File: src/rtl/timer_counter.sv
// Memory-mapped down-counting timer with one-shot and auto-reload modes.
// Drives a registered interrupt request toward CP0 hwint[2].
module timer_counter #(
    parameter int DW = 32
) (
    input  logic          clk,
    input  logic          reset,
    input  logic [1:0]    addr,
    input  logic          we,
    input  logic [DW-1:0] din,
    output logic [DW-1:0] dout,
    output logic          irq
);

    typedef enum logic [1:0] {
        S_IDLE,
        S_LOAD,
        S_CNT,
        S_INT
    } state_t;

    localparam logic [1:0] A_CTRL   = 2'd0;
    localparam logic [1:0] A_PRESET = 2'd1;
    localparam logic [1:0] A_COUNT  = 2'd2;
    localparam logic [DW-1:0] ONE   = DW'(1);

    state_t        r_state;
    state_t        w_state_nxt;
    logic [3:0]    r_ctrl;
    logic [3:0]    w_ctrl_nxt;
    logic [DW-1:0] r_preset;
    logic [DW-1:0] w_preset_nxt;
    logic [DW-1:0] r_count;
    logic [DW-1:0] w_count_nxt;
    logic          r_irq_flag;
    logic          w_flag_nxt;

    logic w_ctrl_wr;
    logic w_preset_wr;
    logic w_en;
    logic w_auto;
    logic w_zero;

    assign w_ctrl_wr   = we && (addr == A_CTRL);
    assign w_preset_wr = we && (addr == A_PRESET);
    assign w_en        = r_ctrl[0];
    assign w_auto      = (r_ctrl[2:1] == 2'b01);
    assign w_zero      = (r_count == '0);

    always_ff @(posedge clk) begin
        if (reset) begin
            r_state <= S_IDLE;
        end else begin
            r_state <= w_state_nxt;
        end
    end

    always_ff @(posedge clk) begin
        if (reset) begin
            r_ctrl     <= '0;
            r_preset   <= '0;
            r_count    <= '0;
            r_irq_flag <= 1'b0;
        end else begin
            r_ctrl     <= w_ctrl_nxt;
            r_preset   <= w_preset_nxt;
            r_count    <= w_count_nxt;
            r_irq_flag <= w_flag_nxt;
        end
    end

    always_comb begin
        w_state_nxt  = r_state;
        w_ctrl_nxt   = r_ctrl;
        w_preset_nxt = r_preset;
        w_count_nxt  = r_count;
        w_flag_nxt   = r_irq_flag;

        unique case (r_state)
            S_IDLE: begin
                if (w_en) begin
                    w_state_nxt = S_LOAD;
                end
            end
            S_LOAD: begin
                w_count_nxt = r_preset;
                w_state_nxt = S_CNT;
            end
            S_CNT: begin
                if (!w_en) begin
                    w_state_nxt = S_IDLE;
                end else if (!w_zero) begin
                    w_count_nxt = r_count - ONE;
                end else begin
                    w_flag_nxt  = 1'b1;
                    w_state_nxt = S_INT;
                end
            end
            S_INT: begin
                if (w_auto) begin
                    w_flag_nxt  = 1'b0;
                    w_state_nxt = S_LOAD;
                end else begin
                    w_ctrl_nxt[0] = 1'b0;
                    w_state_nxt   = S_IDLE;
                end
            end
            default: begin
                w_state_nxt = S_IDLE;
            end
        endcase

        // Bus writes override whatever the FSM did to CTRL and the flag.
        if (w_preset_wr) begin
            w_preset_nxt = din;
        end
        if (w_ctrl_wr) begin
            w_ctrl_nxt = din[3:0];
            w_flag_nxt = 1'b0;
        end
    end

    always_comb begin
        dout = '0;
        unique case (addr)
            A_CTRL:   dout = {{(DW-4){1'b0}}, r_ctrl};
            A_PRESET: dout = r_preset;
            A_COUNT:  dout = r_count;
            default:  dout = '0;
        endcase
    end

    assign irq = r_irq_flag & r_ctrl[3];

endmodule
File: config.mk
export PLATFORM = sky130hd
export DESIGN_NAME = timer_counter
export DESIGN_NICKNAME = d
export VERILOG_FILES = /design/src/rtl/timer_counter.sv
export SDC_FILE = /design/constraint.sdc
export NUM_CORES = 1
export LEC_CHECK = 0
export CAP_MARGIN = 20
export CELL_PAD_IN_SITES_DETAIL_PLACEMENT = 2
export CELL_PAD_IN_SITES_GLOBAL_PLACEMENT = 2
export CORE_MARGIN = 3
export CORE_UTILIZATION = 33
export CTS_BUF_LIST = sky130_fd_sc_hd__clkbuf_4
export CTS_CLUSTER_SIZE = 14
export DETAILED_ROUTE_END_ITERATION = 10
export PLACE_DENSITY = 0.9
export SYNTH_ARGS = -nofsm -noshare
export SYNTH_HDL_FRONTEND = slang
export SYNTH_SLANG_ARGS = --single-unit
File: constraint.sdc
create_clock -name clk -period 6.2 [get_ports clk]
set_input_delay 1.24 -clock clk [delete_from_list [all_inputs] [get_ports clk]]
set_output_delay 1.24 -clock clk [all_outputs]
set_load 0.03 [all_outputs]
# Yosys cells after proc, flatten, opt, wreduce, memory -nomap -nowiden
# Cells that the tools add are included.
[classes]
n_reduce_logical = 13
bitwise_logic = 1
mux = 16
n_addsub = 1
n_eq_ne = 13
[ops]
columns = ["cell", "count"]
rows = [
  ["32-bit one-hot mux with 3 select lines", 1],
  ["32-bit two-way mux", 2],
  ["32-bit one-hot mux with 2 select lines", 1],
  ["32-bit zero test", 1],
  ["32-bit by 1-bit subtractor with 32-bit output, second input constant", 1],
  ["2-bit inequality test, second input constant", 6],
  ["2-bit one-hot mux with 4 select lines", 1],
  ["1-bit two-way mux", 7],
  ["2-bit by 1-bit equality test with 1-bit output, second input constant", 3],
  ["2-bit equality test, second input constant", 3],
  ["2-bit two-way mux", 3],
  ["2-bit nonzero test", 3],
  ["2-bit zero test", 2],
  ["2-bit AND reduction", 2],
  ["4-bit AND reduction", 1],
  ["3-bit inequality test, second input constant", 1],
  ["3-bit AND reduction", 1],
  ["1-bit logical AND", 2],
  ["1-bit one-hot mux with 2 select lines", 1],
  ["2-bit OR reduction", 1],
  ["1-bit AND", 1],
]
[totals]
in_bits = 37
out_inout_bits = 33
reg_bits = 71
word_cells = 50

# Longest topological paths before layout
[logic_depth]
ltp_word = 4
mapped_depth = 9
ltp_nobuf = 7

# Worst setup path before layout
# OpenSTA, ideal clock, no wires.
[synth_timing]
path_kind = "input-to-output"
startpoint = "input port addr[1]"
endpoint = "output port dout[10]"
cell_stages = 5
required_time_ns = 4.960
arrival_time_ns = 2.591
path_slack_ns = 2.369
path_buffers = 3
path_cell_list = "clkbuf_1 -> nor2b_1 -> clkbuf_1 -> clkbuf_1 -> a22o_1"
[synth_between]
elab_chain_len = 2
word_cells_on_any_way = 4
cone_classes = "2 x eq/ne; 1 x mux; 1 x reduce/logical"
[synth_lines]
columns = ["element", "line", "source"]
rows = [
  ["start, declared", "8", "input logic [1:0] addr,"],
  ["2-bit equality test (tied with other cells)", "125", "unique case (addr)"],
  ["32-bit one-hot mux with 3 select lines *", "125", ""],
  ["end, declared", "11", "output logic [DW-1:0] dout,"],
]
# Every way passes the cells marked *; elsewhere a longest branch is shown, timed or not.

# Worst setup path after layout
[layout_timing]
startpoint = "input port addr[1]"
endpoint = "output port dout[8]"
# Same word-level chain as after synthesis.

==> reports/qor.txt <==
Total Power = 910 uW
Final TNS setup = 0 ns
# DRC = 0
RSZ-0062 raised after global routing = no
Initial DRC Count = 352
PortBufs = 69
Critical Path Start = addr[1]
Metal-1 WL = 7780 um
CP Cell Sequence = clkdlybuf4s50_1 > nor2b_2 > buf_4 > a22o_1 > clkdlybuf4s50_1
WL/cell = 22.6 um
Clock Path Buffers = 2
Fillers = 1366
Total Wirelength = 16500 um
Final nets = 618
TritonCTS buffer count = 9
Final instance area = 4930 um2
Fin Hold WS = 0.493 ns
Die extent in x = 116 um
Highest layer used for signal routing = met4
Post-synthesis sequential area ratio = 35.4%
Leading area contributor after synthesis = dfxtp_1
Initial Util = 34.4%
First-pass GRT wire length = 26000 um
Largest cells by area after synthesis = dfxtp_1, nand2_1, a21oi_1
Post-synth top area share = 35.4%
Number of synthesis warnings = 0
Slowest CP cell = clkdlybuf4s50_1
Area Overhead vs Synth = 23.0%
Crit Path Max Fanout = 16
HP Class = reg -> reg
Setup bufs post-CTS = 0
Die outline height = 116 um
Most frequent CP cell = clkdlybuf4s50_1
Critical path arrival = 3.85 ns
CTS Root Cell = clkbuf_4
Post-DRT Antenna Nets = 0
Final cell utilization of the core = 42.3%
Layout cell share with drive strength beyond 1 = 6.51%
R2R cell count = 8
Worst slew pin tran = 0.975 ns
Kind of critical path = in -> out
Setup ws final = 1.11 ns
Total GRT Usage = 24.8%
Power Density = 184 nW/um2
Commonest cells post-synth = nand2_1, dfxtp_1, a21oi_1
Met3 wire len = 737 um
# rows = 39
Post-synth top flop = dfxtp_1
Syn avg cell area = 7.40 um2
Core region area = 11700 um2
Max VDD drop = 90.4 uV
Status = completed
Drt pass-1 iters = 5
Vias = 4516
Post-Syn Area = 4010 um2
Most common cell in the netlist = nand2_1
Origin of the critical flop-to-flop path = r_count[0]$_SDFFE_PP0P_
Startpoint Class = primary input
CTS tree = built
Die ar. = 13500 um2
H-tree depth = 3
Vias in the first global route = 4682
FMAX = 197 MHz
Worst hold path stage count = 2
CTS Hold Buffers Added = 0
Routability cong. = 0.853
Period utilization = 82.0%
Synthesized instance count = 542
Antenna violations before repair = 0
Final setup viols = 0
Io pins = 70
Leakage = 1.63 nW
Via-per-instance ratio = 6.20
Crit. End Element = output port
Worst Skew = 0.0235 ns
Hold Fails Final Rpt = 0
Synth cell types = 41
DP Wirelength = 11600 um
Post-route minimum period = 5.09 ns
Cell Area, Placed = 4780 um2
Fin. max-slew vios = 0
Max Cap Viol = 0
Fin cells = 728
Number of flops mapped to enable cells by yosys = 0
Async S/R FF share, synth = 0%
Clk slew on worst S/H paths = 0.11 ns
Met2 routed WL = 7620 um
Gates resized, CTS repair = 0
Largest net degree at the start of global routing = 54
CTS sink count = 71
Worst slack, placed = 1.12 ns
CP peak stage delay = 0.69 ns
CP required = 4.96 ns
Mapped Nets = 580
Clk_lat worst skew = 0.45 ns
Slew headroom = 34.8%
Grt ovf = 0
Placed Cells = 712
Hold Startpoint = r_preset[1]$_SDFFE_PP0P_
FF+latch count, synth = 71
## sequential cells by signal, summed over array words and instances, names as in the netlist
signal	flops
r_count	32
r_ctrl	4
r_irq_flag	1
r_preset	32
r_state	2
## routing by layer
metal / up-vias / track usage, %
li1: 2073 / -
met1: 2286 / 34.5
met2: 131 / 39.6
met3: 26 / 3.26
met4: 0 / 8.66
met5: - / 0
## cell families after synthesis
logic type      after synthesis  share of synthesized area, %
compound gates              181                          30.3
fa+ha+maj                     1                         0.312
buf+inv                      59                          6.08
flops                        71                          35.4
mux                           7                          1.75
simple gates                223                          26.1
## worst paths after layout
kind / slack [ns] / endpoint
max: 1.11 / dout[8]
min: 0.49 / r_preset[1]$_SDFFE_PP0P_
max reg2reg: 2.87 / r_count[25]$_SDFFE_PP0P_
min reg2reg: 0.49 / r_preset[1]$_SDFFE_PP0P_
## cells in the final DEF, fill, tap and decap left out, types with 3 or more instances in the layout
cell and n:
nand2_1 101, dfxtp_1 71, clkdlybuf4s50_1 68, a21oi_1 66, nor2_1 33, a22o_1 30
o31ai_1 28, nand3_1 19, o21ai_0 14, nor4_1 13, buf_4 12, nor3_1 10
nand4_1 10, or3_1 10, a31oi_1 10, clkbuf_4 10, a211o_1 8, mux2i_1 7
nand2b_1 6, or4_1 5, o32ai_1 5, inv_1 4, a211oi_1 4, o31a_1 3
## area by class of cell
type	count	area, um2	share of cell area, %
clock inverter	5	73.8	1.50
clock buffer	10	75.1	1.52
multi-input combinational	412	2360	47.9
antenna	1	2.50	0.0507
timing repair buffer	82	803	16.3
inverter	4	15.0	0.304
tap	143	179	3.63
sequential	71	1420	28.8
## critical path, delay by kind of cell
| kind | cells | cell delay, ns |
|---|---|---|
| compound gates | 1 | 0.20 |
| buf+inv | 3 | 1.76 |
| simple gates | 1 | 0.64 |
## report_power, final
part           internal [mW]  leakage, nW  switching (mW)  total (mW)
combinational         0.0409        0.974          0.0557      0.0966
clock                  0.163       0.0837           0.176       0.339
sequential             0.464        0.574         0.00994       0.474
total                  0.668         1.63           0.241       0.910
No activity file was read; power rests on OpenSTA's default activity.
